File: config.mk
export PLATFORM = sky130hd
export DESIGN_NAME = vedic_mult_6x6_pipe
export DESIGN_NICKNAME = d
export VERILOG_FILES = /design/src/rtl/vedic_pkg.sv /design/src/rtl/vedic_mult_3x3.sv /design/src/rtl/vedic_mult_6x6_pipe.sv
export SDC_FILE = /design/constraint.sdc
export NUM_CORES = 1
export LEC_CHECK = 0
export CAP_MARGIN = 20
export CORE_MARGIN = 1.5
export CORE_UTILIZATION = 35
export DETAILED_ROUTE_END_ITERATION = 8
export GPL_TIMING_DRIVEN = 1
export PLACE_DENSITY = 0.52
export REMOVE_ABC_BUFFERS = 1
export SYNTH_ARGS = -nofsm -noshare
export SYNTH_HDL_FRONTEND = slang
export SYNTH_SLANG_ARGS = --single-unit
File: constraint.sdc
create_clock -name clk -period 5.8 [get_ports clk]
set_clock_uncertainty 0.2 [all_clocks]
set_input_delay 0.87 -clock clk [delete_from_list [all_inputs] [get_ports clk]]
set_output_delay 0.87 -clock clk [all_outputs]
set_load 0.03 [all_outputs]
File: src/rtl/vedic_pkg.sv
// Shared widths and partial-product bundle for the Vedic multiplier pipeline.
// combine_pp merges the four 3x3 products into the 12-bit result.
package vedic_pkg;

  localparam int OPW   = 6;
  localparam int HALFW = 3;
  localparam int PW    = 12;
  localparam int PPW   = 6;

  typedef struct packed {
    logic [PPW-1:0] hh;
    logic [PPW-1:0] hl;
    logic [PPW-1:0] lh;
    logic [PPW-1:0] ll;
  } pp_t;

  // Cross terms are summed first so one 7-bit value is shifted into the middle.
  function automatic logic [PW-1:0] combine_pp(input pp_t pp);
    logic [PPW:0] mid;
    mid = {1'b0, pp.hl} + {1'b0, pp.lh};
    return {pp.hh, 6'b0} + {2'b0, mid, 3'b0} + {6'b0, pp.ll};
  endfunction

endpackage

File: src/rtl/vedic_mult_3x3.sv
// Combinational 3x3 Urdhva-Tiryagbhyam multiplier: column-wise vertical and
// crosswise bit products, with each column carry rippling into the next.
module vedic_mult_3x3
  import vedic_pkg::*;
(
  input  logic [HALFW-1:0] a,
  input  logic [HALFW-1:0] b,
  output logic [PPW-1:0]   p
);

  logic [1:0] col1;
  logic [2:0] col2;
  logic [2:0] col3;
  logic [1:0] col4;

  always_comb begin
    col1 = {1'b0, a[1] & b[0]} + {1'b0, a[0] & b[1]};
    col2 = {2'b0, a[2] & b[0]} + {2'b0, a[1] & b[1]} + {2'b0, a[0] & b[2]}
         + {2'b0, col1[1]};
    col3 = {2'b0, a[2] & b[1]} + {2'b0, a[1] & b[2]} + {1'b0, col2[2:1]};
    col4 = {1'b0, a[2] & b[2]} + col3[2:1];
    p    = {col4, col3[0], col2[0], col1[0], a[0] & b[0]};
  end

endmodule

File: src/rtl/vedic_mult_6x6_pipe.sv
// Three-stage elastic 6x6 Vedic multiplier: operand register, partial-product
// register fed by four 3x3 multipliers, and a registered final adder.
module vedic_mult_6x6_pipe
  import vedic_pkg::*;
(
  input  logic           clk,
  input  logic           rst_n,
  input  logic           flush,
  input  logic           in_valid,
  output logic           in_ready,
  input  logic [OPW-1:0] a,
  input  logic [OPW-1:0] b,
  output logic           out_valid,
  input  logic           out_ready,
  output logic [PW-1:0]  p
);

  logic [OPW-1:0] a1_q, a1_d, b1_q, b1_d;
  logic           v1_q, v1_d;
  pp_t            pp2_q, pp2_d;
  logic           v2_q, v2_d;
  logic [PW-1:0]  p3_q, p3_d;
  logic           v3_q, v3_d;
  logic           rdy1, rdy2, rdy3;
  pp_t            pp_comb;

  vedic_mult_3x3 u_ll (.a(a1_q[2:0]), .b(b1_q[2:0]), .p(pp_comb.ll));
  vedic_mult_3x3 u_hl (.a(a1_q[5:3]), .b(b1_q[2:0]), .p(pp_comb.hl));
  vedic_mult_3x3 u_lh (.a(a1_q[2:0]), .b(b1_q[5:3]), .p(pp_comb.lh));
  vedic_mult_3x3 u_hh (.a(a1_q[5:3]), .b(b1_q[5:3]), .p(pp_comb.hh));

  // Ready ripples back from the consumer, so a full pipe still accepts on a pop.
  always_comb begin
    rdy3     = !v3_q | out_ready;
    rdy2     = !v2_q | rdy3;
    rdy1     = !v1_q | rdy2;
    in_ready = rdy1 & !flush;

    a1_d  = a1_q;
    b1_d  = b1_q;
    v1_d  = v1_q;
    pp2_d = pp2_q;
    v2_d  = v2_q;
    p3_d  = p3_q;
    v3_d  = v3_q;

    if (flush) begin
      v1_d = 1'b0;
      v2_d = 1'b0;
      v3_d = 1'b0;
    end else begin
      if (rdy1) begin
        v1_d = in_valid;
        if (in_valid) begin
          a1_d = a;
          b1_d = b;
        end
      end
      if (rdy2) begin
        v2_d = v1_q;
        if (v1_q) pp2_d = pp_comb;
      end
      if (rdy3) begin
        v3_d = v2_q;
        if (v2_q) p3_d = combine_pp(pp2_q);
      end
    end
  end

  always_ff @(posedge clk or negedge rst_n) begin
    if (!rst_n) begin
      a1_q  <= '0;
      b1_q  <= '0;
      v1_q  <= 1'b0;
      pp2_q <= '0;
      v2_q  <= 1'b0;
      p3_q  <= '0;
      v3_q  <= 1'b0;
    end else begin
      a1_q  <= a1_d;
      b1_q  <= b1_d;
      v1_q  <= v1_d;
      pp2_q <= pp2_d;
      v2_q  <= v2_d;
      p3_q  <= p3_d;
      v3_q  <= v3_d;
    end
  end

  assign out_valid = v3_q;
  assign p         = p3_q;

endmodule

==> summary.md, run 1 <==
| Metric | Value |
|---|---|
| Status | finished with violations |
| Violated checks | DRC |
| Synthesized netlist cell count | 305 |
| Detail Placement HPWL | 4.58 mm |
| Maximum fanout encountered on the critical timing path | 12 |
| Final total negative setup slack | 0 ns |
| Layout area overhead | 15.1% |
| Highest Clock Rate | 0.267 GHz |
| Total gr overflow | 0 |
| Clock tree from TritonCTS | yes |
| DRC | 4 |
| Number of nets in the layout | 400 |
| Data arrival at the endpoint of the critical path | 2.67 ns |
| Worst relative slew slack | 0.335 |
| Full die area | 9770 um^2 |
| Crit path required time | 4.73 ns |
| Resize count post-CTS | 0 |
| Post-Syn Area per Cell | 10.5 um^2 |
| Leakage power of the design | 1.82 nW |
| Vias in the first global route | 2166 |
| Routed wire length per instance | 13.8 um |
| Initial antenna violation count | 0 |
| Transition time of the tightest slew-check pin | 0.998 ns |
| GP Congestion | 0.761 |
| Number of cells traversed by the worst register-to-register path | 10 |
| Root buffer cell | sky130_fd_sc_hd__clkbuf_8 |
| Hold depth | 2 |
| Wire length of the first global-routing pass | 10.9 mm |
| Yosys Warn Count | 0 |
| Antenna-violating nets left | 0 |
| Ratio of total power to cell area | 414 nW/um^2 |
| Sequential Power Share | 0.354 |
| Netlist Area Pre-Place | 3210 um^2 |
| Switching fraction of total power | 0.409 |
| Die height | 98.8 um |
| Number of levels the H-tree was split into | 2 |
| Number of hold violations in the final report | 0 |
| Max-capacitance violation count | 0 |
| Number of post-CTS setup repair buffers | 0 |
| CTS Hold Bufs | 0 |
| Worst-case vdd ir drop | 128 uV |
| Internal power summed over all cells | 0.905 mW |
| Endpoint kind of the worst setup timing path | output port |
| Critical path startpoint category | input port |
| Via-to-Cell Ratio | 4.95 |
| Maximum number of pins on one net before global-route repair | 52 |
| Proportion of synthesized chip area in sequential cells | 0.397 |
| Worst setup path category | in2out |
| DRC violation total after the first TritonRoute iteration | 86 |
| Core utilization of the finished layout | 0.420 |
| NetSw | 0.626 mW |
| Yosys reg bits | 51 |
| Setup slack of the most critical reg-to-reg path | 2.62 ns |
| Effective utilization at floorplan | 0.365 |
| Buffer depth of the longest clock path | 2 |
| Met1 Use GR | 0.202 |
| I/O pin count | 31 |
| RSZ-0062 raised after global routing | false |
| Placeable Area | 8810 um^2 |
| Total via count after detailed routing | 2201 |
| Clock slew seen by the registers of the worst setup and hold paths | roughly 0.090 ns |
| Ratio of cells with drive above 1 in the final layout | 0.0772 |
| Commonest non-fill, non-tap cell in the layout | sky130_fd_sc_hd__dfrtp_1 |
| Global-route track usage on met2 | 0.221 |
| TritonRoute pass-1 iters | 6 |
| Most frequent cells in the layout | sky130_fd_sc_hd__dfrtp_1, sky130_fd_sc_hd__nand2_1, sky130_fd_sc_hd__ha_1 |
| Ratio of final minimum period to clock period | 0.645 |
| Num CTS Buffers | 5 |
| Global route hottest layer | met2 |
| Horizontal extent of the die | a little under 100 um |
| Total number of placement rows | 34 |
| Total of endpoints with negative setup slack in the final report | 0 |
| Routing usage on met3 | 0.0262 |
| Shortest clock period the worst path allows after layout | 3.74 ns |
| Combinational share of power | 0.515 |
| Antenna cells | 0 |
| Number of port buffers | 30 |
| Clock network latency to the later pin of the worst-skew pair | between 0.3 and 0.4 ns |
| Slew Viols, Final | 0 |
| Routed WL | between 6 and 7 mm |
| Cell variety after synth | 37 |
| Sinks on the clock net | 51 |
| Proportion of power drawn by the clock network | 0.132 |
| Class of the tightest hold or removal check | reg2reg |
| Total global routing track utilization | 0.142 |
metal layers:
metal	share of wire	vias to the layer above
li1	-	1116
met1	0.51	1050
met2	0.46	31
met3	0.029	4
met4	0.0090	0
met5	0	-
final cells by class:
class / count / area [um^2]
clock buffers: 5 / 68.8
fillers: 872 / 5110
clock inverters: 3 / 15.0
well taps: 108 / 135
repair buffers: 32 / 310
inverters: 20 / 75.1
flip-flops and latches: 51 / 1280
multi-input cells: 226 / 1820
worst max-delay path, cell delays in order:
cell	delay, ns
sky130_fd_sc_hd__clkdlybuf4s50_1	0.40
sky130_fd_sc_hd__nor2b_1	0.57
sky130_fd_sc_hd__a31oi_1	0.20
sky130_fd_sc_hd__clkdlybuf4s50_1	0.63
cells in the mapped netlist (all sizes together):
cell type,count,area share
inv,20,0.023
o31a,1,0.0027
a2111o,1,0.0035
nor4b,3,0.0082
o21a,2,0.0047
or4,3,0.0070
fa,10,0.062
a31oi,3,0.0058
dfrtp,51,0.40
a21oi,8,0.012
xor2,3,0.0082
nand2,40,0.047
a221oi,1,0.0027
a211oi,2,0.0047
nor2b,1,0.0019
nand2b,1,0.0043
mux2,24,0.084
o21ai,21,0.033
buf,5,0.011
nand3,3,0.0047
and2,28,0.054
o211ai,1,0.0023
ha,37,0.14
a21o,5,0.012
o2111ai,2,0.0055
or2,1,0.0019
a2111oi,1,0.0027
nor3,3,0.0047
clkbuf,3,0.0035
xnor2,7,0.019
a211o,3,0.0082
nor2,9,0.011
and3,1,0.0019
nand4,1,0.0019
cells by family (layout without fill, tap and decap cells):
group | count (synthesis) | after routing | share of synthesized area
and+or+nand+nor | 94 | 94 | 0.148
AOI/OAI and AO/OA | 51 | 51 | 0.0997
DFF | 51 | 51 | 0.397
adders and majority gates | 47 | 47 | 0.206
buffers and inverters | 28 | 60 | 0.0374
muxes | 24 | 24 | 0.0841
xor gates and xnor gates | 10 | 10 | 0.0272
power groups by stage:
stage | registers (mW) | logic, mW | clock network (mW)
finish | 0.542 | 0.788 | 0.202
floorplan | 0.594 | 0.505 | 0
global placement | 0.550 | 0.777 | 0
CTS | 0.544 | 0.793 | 0.214
global route | 0.562 | 0.892 | 0.229
detailed placement | 0.552 | 0.786 | 0
state kept, by name, indices dropped and copies added, names as in the netlist:
register   flops
a1_q           6
v1_q           1
b1_q           6
pp2_q         24
p             12
out_valid      1
v2_q           1
path summary, 6_finish.rpt:
kind                                 startpoint                    end
setup reg to reg            b1_q[0]$_DFFE_PN0P_   pp2_q[4]$_DFFE_PN0P_
max in group asynchronous                 rst_n  pp2_q[11]$_DFFE_PN0P_
setup / recovery                      out_ready               in_ready
hold reg to reg            pp2_q[1]$_DFFE_PN0P_       p[1]$_DFFE_PN0P_
hold / removal             pp2_q[1]$_DFFE_PN0P_       p[1]$_DFFE_PN0P_
min in group asynchronous                 rst_n       p[6]$_DFFE_PN0P_
through the flow:
step	power (mW)	hold slack [ns]	instances	cell area (um^2)	setup slack, ns
global placement	1.33	0.251	437	3610	2.08
detailed placement	1.34	0.251	437	3610	2.05
CTS	1.55	0.274	445	3700	2.05
floorplan	1.10	0.233	297	3170	2.84
global route	1.68	0.315	445	3700	1.92
finish	1.53	0.265	445	3700	2.06
Power figures use the tool's default switching activity.
==> run 2: changes to the inputs <==
clock period = 3.8 ns   (was 5.8 ns; I/O delays follow)
==> summary.md, run 2 (synthesis results as in run 1) <==
| Metric | Value |
|---|---|
| Clock slew seen by the registers of the worst setup and hold paths | 0.10 ns (about the same) |
| Wire length of the first global-routing pass | 11.2 mm (+3.2%) |
| Final worst-path setup slack | 0.599 ns (-1.46 ns) |
| Status | finished with violations |
| Via-to-Cell Ratio | 5.02 (+1.5%) |
| Core utilization of the finished layout | 0.423 (+0.00284) |
| Initial antenna violation count | 0 (unchanged) |
| Clock network latency to the later pin of the worst-skew pair | 0.31 ns (about the same) |
| Ratio of total power to cell area | 633 nW/um^2 (+53%) |
| Total via count after detailed routing | 2244 (+2.0%) |
| Critical path startpoint category | flop |
| Most repeated library cell on the critical path | sky130_fd_sc_hd__ha_1 |
| Die height | 98.8 um (unchanged) |
| Number of post-CTS setup repair buffers | 0 (unchanged) |
| Worst-case vdd ir drop | 208 uV (+62%) |
| GP Congestion | 0.813 (+6.9%) |
| Final total negative setup slack | 0 ns (unchanged) |
| Detail Placement HPWL | 4.85 mm (+6.0%) |
| Max stage delay on crit path | 0.48 ns (-0.15 ns) |
| Antenna cells | 0 (unchanged) |
| RSZ-0062 raised after global routing | false |
| Worst setup path category | reg2reg |
| Leakage power of the design | 1.82 nW (+0.35%) |
| Cell-by-cell trace of the critical path | and2_1 > ha_1 > inv_1 > fa_1 > inv_1 > ha_1 > ha_1 > fa_1 > ha_1 > mux2_2 |
| Routed WL | 6.36 mm (+3.8%) |
| Transition time of the tightest slew-check pin | 0.919 ns (-0.0784 ns) |
| Shortest clock period the worst path allows after layout | 3.20 ns |
| Max-capacitance violation count | 0 (unchanged) |
| Data arrival at the endpoint of the critical path | 3.20 ns (+0.53 ns) |
| Maximum number of pins on one net before global-route repair | 40 (-23%) |
| CTS Hold Bufs | 0 (unchanged) |
| Horizontal extent of the die | 98.8 um (unchanged) |
| Slowest-stage cell, CP | sky130_fd_sc_hd__dfrtp_1 |
| Register bank with the most flops | pp2_q |
| Placeable Area | 8810 um^2 (unchanged) |
| Total of endpoints with negative setup slack in the final report | 0 (unchanged) |
| Clock tree from TritonCTS | yes |
| Most frequent cells in the layout | sky130_fd_sc_hd__dfrtp_1, sky130_fd_sc_hd__nand2_1, sky130_fd_sc_hd__ha_1 |
| Ratio of final minimum period to clock period | 0.842 |
| Fin area | 3720 um^2 (+0.68%) |
| Number of levels the H-tree was split into | 2 (unchanged) |
| Sinks on the clock net | 51 (unchanged) |
| Crit path required time | 3.80 ns (-0.93 ns) |
| Total number of placement rows | 34 (unchanged) |
| Number of flip-flops in the largest register | 24 (unchanged) |
| Number of instances in the placed design | 439 (+0.46%) |
| Maximum fanout encountered on the critical timing path | 7 (-5) |
| Commonest non-fill, non-tap cell in the layout | sky130_fd_sc_hd__dfrtp_1 |
| Num CTS Buffers | 5 (unchanged) |
| Number of nets in the layout | 402 (+0.50%) |
| Worst reg2reg path startpoint | b1_q[3]$_DFFE_PN0P_ |
| Placement Setup Slack | 0.597 ns (-1.45 ns) |
| Ratio of cells with drive above 1 in the final layout | 0.0826 (+0.00544) |
| Vias in the first global route | 2285 (+5.5%) |
| Buffer depth of the longest clock path | 2 (unchanged) |
| Highest Clock Rate | 0.312 GHz |
| Critical path launch point | b1_q[3]$_DFFE_PN0P_ |
| Number of hold violations in the final report | 0 (unchanged) |
| Non-filler instance count after layout | 447 (+0.45%) |
| Resize count post-CTS | 0 (unchanged) |
| Layout area overhead | 15.8% |
| Worst relative slew slack | 0.387 (+0.0523) |
| TritonRoute pass-1 iters | 6 (unchanged) |
| Full die area | 9770 um^2 (unchanged) |
| Slew Viols, Final | 0 (unchanged) |
| Filler Cells Inserted | 868 (-0.46%) |
| Endpoint kind of the worst setup timing path | flop |
| Total gr overflow | 0 (unchanged) |
| DRC | 4 (unchanged) |
| Number of port buffers | 30 (unchanged) |
| Routed wire length per instance | 14.2 um (+3.4%) |
| Antenna-violating nets left | 0 (unchanged) |
| Effective utilization at floorplan | 0.365 (unchanged) |
| Class of the tightest hold or removal check | in2async |
| DP Area | 3630 um^2 (+0.42%) |
| Total global routing track utilization | 0.145 (+0.00380) |
| I/O pin count | 31 (unchanged) |
| DRC violation total after the first TritonRoute iteration | 57 (-34%) |
| Violated checks | DRC |
| Root buffer cell | sky130_fd_sc_hd__clkbuf_8 |
-- run 2: critical path: cells and delay by family, from the launching register on --
family / cells / cell delay [ns]
buffers and inverters: 2 / 0.13
multiplexers: 1 / 0.25
adder cells (fa/ha/maj): 6 / 1.82
flip-flops: 1 / 0.48
AND/OR/NAND/NOR: 1 / 0.20
-- run 2: area by class of cell --
class,instances,area [um^2],share of cell area
Timing Repair Buffer,34,325,0.0874
Sequential cell,51,1280,0.343
Clock inverter,3,25.0,0.00672
Inverter,20,75.1,0.0202
Tap cell,108,135,0.0363
Clock buffer,5,68.8,0.0185
Multi-Input combinational cell,226,1820,0.488
-- run 2: path summary, 6_finish.rpt --
path / end / slack [ns] / cells past startpoint
setup reg to reg: pp2_q[10]$_DFFE_PN0P_ / 0.60 / 10
hold / removal: p[0]$_DFFE_PN0P_ / 0.19 / 1
hold reg to reg: p[4]$_DFFE_PN0P_ / 0.28 / 2
max in group asynchronous: a1_q[4]$_DFFE_PN0P_ / 2.48 / 2
setup / recovery: pp2_q[10]$_DFFE_PN0P_ / 0.60 / 10
min in group clk: p[4]$_DFFE_PN0P_ / 0.28 / 2
-- run 2: through the flow --
step | hold slack [ns] | total power, mW
3_3_place_gp | 0.256 | 2.03
3_5_place_dp | 0.261 | 2.04
2_1_floorplan | 0.0744 | 1.68
6_report | 0.187 | 2.36
4_1_cts | 0.215 | 2.39
5_1_grt | 0.250 | 2.59
-- run 2: metal layers --
layer,global-route usage,up-vias,part of all wire
met3,0.0348,9,0.035
met1,0.202,1063,0.51
li1,-,1124,-
met2,0.230,48,0.45
met4,0.0352,0,0.012
met5,0,-,0
-- run 2: report_power, final --
group	switching [mW]	internal [mW]
combinational	0.649	0.552
clock	0.198	0.132
sequential	0.124	0.701
==> RTL change 1 (settings of run 2) <==
Set the package constant `PW` to 14 (it was 12).
--- a/src/rtl/vedic_pkg.sv
+++ b/src/rtl/vedic_pkg.sv
@@ -4,7 +4,7 @@
 
   localparam int OPW   = 6;
   localparam int HALFW = 3;
-  localparam int PW    = 12;
+  localparam int PW    = 14;
   localparam int PPW   = 6;
 
   typedef struct packed {
Interface: changed (resized p); port bits go from 31 to 33. The function was not compared with the original's and may differ.
==> RTL change 1 against run 2 <==
  * Non-clock buffer count unchanged
  * Sequential cell count up 1
  * Wire length up 3.0%
  * Power up 1.8%
  * Synthesized area up 1.9%
  * Critical path depth unchanged
  * Worst setup slack better by 12 ps
  * Maximum frequency up 0.38%
  * Via count down 3.2%
  * Design area up 1.3%
==> RTL change 1: results (changes against run 2) <==
The clock tree root driver cell is clkbuf_8. The iteration count of the initial detailed-routing pass is 4 (-2). The number of DRC markers in iteration 0 is 62 (+8.8%).

The total number of yosys warnings came out at 0 (unchanged). The flow ran to the end, and the final reports show no timing, DRC or antenna violations. The cell family contributing the most delay on the critical path is adder cells. The per-instance average area after synthesis came out at 10.60 µm² (+0.55%). The leakage dissipation came out at 0.001857 µW (+1.8%). The post-CTS setup repair buffer count was 0 (unchanged). The count of placed standard cells in the final layout, fillers left out came out at 453 (+1.3%). The aggregate routed wire length is 6558 µm (+3.0%). The slowest stage of the critical path is the dfrtp_1 cell. The total count of max-transition violations in the final report came out at 0 (unchanged).

The maximum buffer depth of the clock tree came to 2 (unchanged). The layout cell share with drive strength beyond 1 is 0.1111 (+0.02852). The HPWL after detailed placement is 4944 µm (+1.8%). The number of buffers created by CTS is 5 (unchanged). The largest net degree at the start of global routing is 40 (unchanged). The clock slew at the register clock pins of the worst setup and hold paths came out at 100 ps (about the same). The final net count is 405 (+0.75%). The later-pin clock latency in the skew report came out at 310 ps (about the same). The share of synthesized area occupied by flip-flops and latches came out at 0.3974 (about the same).

The actual transition at the worst max-transition pin came to 917.1 ps (-2.276 ps). The largest driver fanout on the critical path is 7 (unchanged). The proportion of synthesized flip-flops having asynchronous set or reset came to 1.000 (unchanged).

The count of cells along the worst register-to-register path is 10 (unchanged). The flip-flop count of the largest register after layout is 24 (unchanged). The largest incremental delay on the critical path is 490 ps. The count of distinct cell types in the synthesized netlist came out at 38 (+2.7%).

The arrival time of data at the critical path endpoint is 3190 ps (about the same). The top register by number of flip-flops is pp2_q. The number of antenna violations at the first check in global routing was 0 (unchanged). In the post-synthesis netlist, the biggest area contributors are dfrtp_1 (40%), ha_1 (14%), mux2_2 (6.2%), fa_1 (6.1%), and2_1 (5.3%). The number of inserted diodes is 0 (unchanged).

The maximum vdd ir drop came out at 230.0 µV (+10%). The number of vias per cell after detailed routing was 4.797 (-4.4%). The number of port buffers came out at 31 (+3.3%). The total routing usage reported by global routing came to 0.1423 (-0.003079).

The number of resized instances in the post-cts repair step was 0 (unchanged). The via count of the first global-routing pass is 2180 (-4.6%). The global-route wire length before repair came out at 11100 µm (-1.2%). The H-tree depth came out at 2 (unchanged).

The count of endpoints failing setup in the final report came out at 0 (unchanged). Sorting the synthesized cells by how often they occur yields dfrtp_1 (52), nand2_1 (46), ha_1 (37). The class of the tightest hold or removal check is primary input to asynchronous set/reset pin. The final RePlAce weighted congestion came out at 0.8196 (+0.81%).
[RTL change 1: metal layers]
layer	track usage	part of all wire	vias to the layer above	routed length [µm]
li1	-	-	1120	-
met1	0.2036	0.52	1007	3429
met2	0.2198	0.43	38	2800
met3	0.02741	0.039	8	254
met4	0.03900	0.011	0	73
met5	0	0	-	0
[RTL change 1: power breakdown]
group / internal, µW / switching (µW) / leakage, µW
combinational: 553 / 651 / 0.00115
sequential: 712 / 134 / 0.000653
clock: 150 / 199 / 0.0000516
total: 1410 / 985 / 0.00186
[RTL change 1: kinds of logic (layout without fill, tap and decap cells)]
| kind of cell | count (synthesis) | in the layout | share of synthesized area |
|---|---|---|---|
| simple gates | 99 | 99 | 0.1471 |
| flops | 52 | 52 | 0.3974 |
| compound gates | 49 | 49 | 0.09706 |
| other cells | 1 | 1 | 0.001145 |
| buf+inv | 28 | 61 | 0.04127 |
| xor+xnor | 9 | 9 | 0.02407 |
| fa+ha+maj | 47 | 47 | 0.2025 |
| mux | 24 | 24 | 0.08942 |
[RTL change 1: cell type report]
class                           instances  area (µm²)
Fill cell                             900        5379
Multi-Input combinational cell        229        1838
Sequential cell                        52        1301
Timing Repair Buffer                   34       327.8
Tap cell                              111       138.9
Clock buffer                            6       82.58
Inverter                               19       71.32
Clock inverter                          2       13.76
[RTL change 1: worst paths after layout]
kind	startpoint	end	slack (ps)
max in group asynchronous	rst_n	a1_q[4]$_DFFE_PN0P_	2470
min	rst_n	v1_q$_DFFE_PN0P_	180
max	b1_q[3]$_DFFE_PN0P_	pp2_q[10]$_DFFE_PN0P_	610
min in group clk	pp2_q[0]$_DFFE_PN0P_	p[0]$_DFFE_PN0P_	270
min reg2reg	pp2_q[0]$_DFFE_PN0P_	p[0]$_DFFE_PN0P_	270
max reg2reg	b1_q[3]$_DFFE_PN0P_	pp2_q[10]$_DFFE_PN0P_	610
[RTL change 1: metrics by stage]
stage	total power, µW	hold slack (ps)	util	worst slack, ps	cell area (µm²)
6_report	2399	179.5	0.4123	610.8	3774
5_1_grt	2617	253.0	0.4123	494.3	3774
4_1_cts	2435	229.9	0.4123	600.8	3774
3_5_place_dp	2075	254.4	0.4018	618.6	3677
3_3_place_gp	2051	249.7	0.4018	658.7	3677
2_1_floorplan	1699	74.41	-	825.4	3211
==> RTL change 2 (config.mk and constraints of run 2) <==
Without the edit above. `a1_q`, `b1_q` and `p3_q` no longer have a reset.
--- a/src/rtl/vedic_mult_6x6_pipe.sv
+++ b/src/rtl/vedic_mult_6x6_pipe.sv
@@ -69,22 +69,22 @@
 
   always_ff @(posedge clk or negedge rst_n) begin
     if (!rst_n) begin
-      a1_q  <= '0;
-      b1_q  <= '0;
       v1_q  <= 1'b0;
       pp2_q <= '0;
       v2_q  <= 1'b0;
-      p3_q  <= '0;
       v3_q  <= 1'b0;
     end else begin
-      a1_q  <= a1_d;
-      b1_q  <= b1_d;
       v1_q  <= v1_d;
       pp2_q <= pp2_d;
       v2_q  <= v2_d;
-      p3_q  <= p3_d;
       v3_q  <= v3_d;
     end
+  end
+
+  always_ff @(posedge clk) begin
+    a1_q <= a1_d;
+    b1_q <= b1_d;
+    p3_q <= p3_d;
   end
 
   assign out_valid = v3_q;
Function: differs if rst_n is asserted again (counterexample within 4 cycles, from zero or initial values and one cycle with rst_n low); with rst_n held inactive, the same outputs for 4 cycles.
==> RTL change 2 against run 2 <==
  * Synthesized area fell by 7.0%
  * Wire length fell by 19%
  * Worst setup slack got worse by 8.1 ps
  * Critical endpoint is now pp2_q[22]$_DFFE_PN0P_
  * Critical path depth did not move
  * First-iteration DRC count fell by 11%
  * Non-clock buffer count fell by 1
  * Utilization rose by 0.43 points
  * Sequential cell count did not move
  * Design area fell by 5.3%
Power is not compared: it rests on default switching activity, and its combinational part moved more than twofold at a synthesized area within 25%.
==> RTL change 2: results (changes against run 2) <==
The run finished with clean final reports. The final clock period utilization by the worst path was 0.8446 (+0.002130). The fraction of the mapped netlist area in compound gates came out at 0.06868 (-0.03097). The global-route wire length before repair is 9087 µm (-19%). The fraction of synthesized area in multiplexers came to 0.05276 (-0.03132). The number of enable-type register cells in the synthesized netlist is 24 (+24).

The adder-cell share of the synthesized area is 0.2219 (+0.01564). The proportion of synthesized flip-flops having asynchronous set or reset came out at 0.5294 (-0.4706). By count the netlist is led by ha_1 (37), and2_1 (29), dfrtp_1 (27).

Sorting the synthesized cells by area gives the leading types as edfxtp_1 (24%), dfrtp_1 (23%), ha_1 (15%), fa_1 (6.7%), and2_1 (6.1%). The final RePlAce weighted congestion came out at 0.7565 (-6.9%). The remaining routing DRC violations came out at 0 (-4). The number of DRC markers in iteration 0 is 51 (-11%).

The overall via count from detail_route came out at 1766 (-21%). The final net count came out at 343 (-15%). The H-tree depth came to 2 (unchanged). The class of the tightest hold or removal check is flop to flop. The number of placed cells counting well taps came to 377 (-14%). The largest net degree at the start of global routing is 37 (-7.5%).

The flop-to-flop setup slack came out at approximately 600 ps. The maximum buffer depth of the clock tree came out at 2 (unchanged). The worst slew margin relative to its limit is 0.6451 (+0.2580). The post-route met1 wirelength came out at 2608 µm (-19%). The aggregate routed wire length was 5157 µm (-19%). The startpoint identified for the worst register-to-register timing path is b1_q[4]$_DFFE_PP_. The worst hold slack came to 264.0 ps (+77.42 ps). The layout cell share with drive strength beyond 1 is 0.09286 (+0.01026). The met3 routing resource usage after global routing is 0.02871 (-0.006044). The count of distinct cell types in the synthesized netlist came out at 32 (-14%). Among all stages on the critical path, the largest delay is contributed by edfxtp_1. The iteration count of the initial detailed-routing pass is 4 (-2).

The amount of wire on met2 after detailed routing came out at 2329 µm (-18%). The post-detailed-placement cell area is 0.003412 mm² (-6.0%). The largest driver fanout on the critical path is 6 (-1). The met1 track demand over resource is 0.1834 (-0.01852). The flip-flop count of the largest register after layout is 24 (unchanged).

The share of synthesized area occupied by flip-flops and latches came out at 0.4673 (+0.07030). The met2 demand-to-capacity share in global routing is 0.2063 (-0.02344). The count of placed standard cells in the final layout, fillers left out came out at 385 (-14%). The HPWL after detailed placement is 4000 µm (-18%).

The detailed route wirelength on metal3 was 118 µm (-47%). The arrival time of data at the critical path endpoint is 3210 ps (about the same). The total routing usage reported by global routing came out at 0.1342 (-0.01110). The post-synthesis instance total was 243 (-20%).

The hold path startpoint is pp2_q[2]$_DFFE_PN0P_. The most critical setup path has its endpoint at pp2_q[22]$_DFFE_PN0P_. The area share of xor/xnor cells in the synthesized design is 0.04104 (+0.01379).
[RTL change 2: changes by cell type in the layout (fill, tap and decap cells not counted), sizes merged, moves of 6 or more]
cell    before  now
dfrtp       51   27
nand2       40   21
mux2        24   12
o21ai       21   15
edfxtp       0   24
inv         20   14
[RTL change 2: power breakdown]
part	switching [µW]	total (µW)	internal, µW	leakage, µW
Clock	198	396	199	0.0000548
Sequential	55.1	742	687	0.000570
Combinational	278	562	283	0.00102
[RTL change 2: how the worst min path moves through the flow]
stage,cells after the start,to
after detailed placement,0,p[1]$_DFFE_PP_
after global routing,0,p[0]$_DFFE_PP_
final,0,p[2]$_DFFE_PP_
after CTS,0,p[1]$_DFFE_PP_
after floorplan,0,out_valid$_DFFE_PN0P_
after global placement,0,p[1]$_DFFE_PP_
[RTL change 2: area by class of cell]
cell class,count,area (µm²)
inverter,13,48.80
timing repair buffer,33,322.8
clock buffer,5,68.82
clock inverter,3,46.29
sequential,51,1396
multi-input combinational,175,1513
tap,105,131.4
fill,827,4731
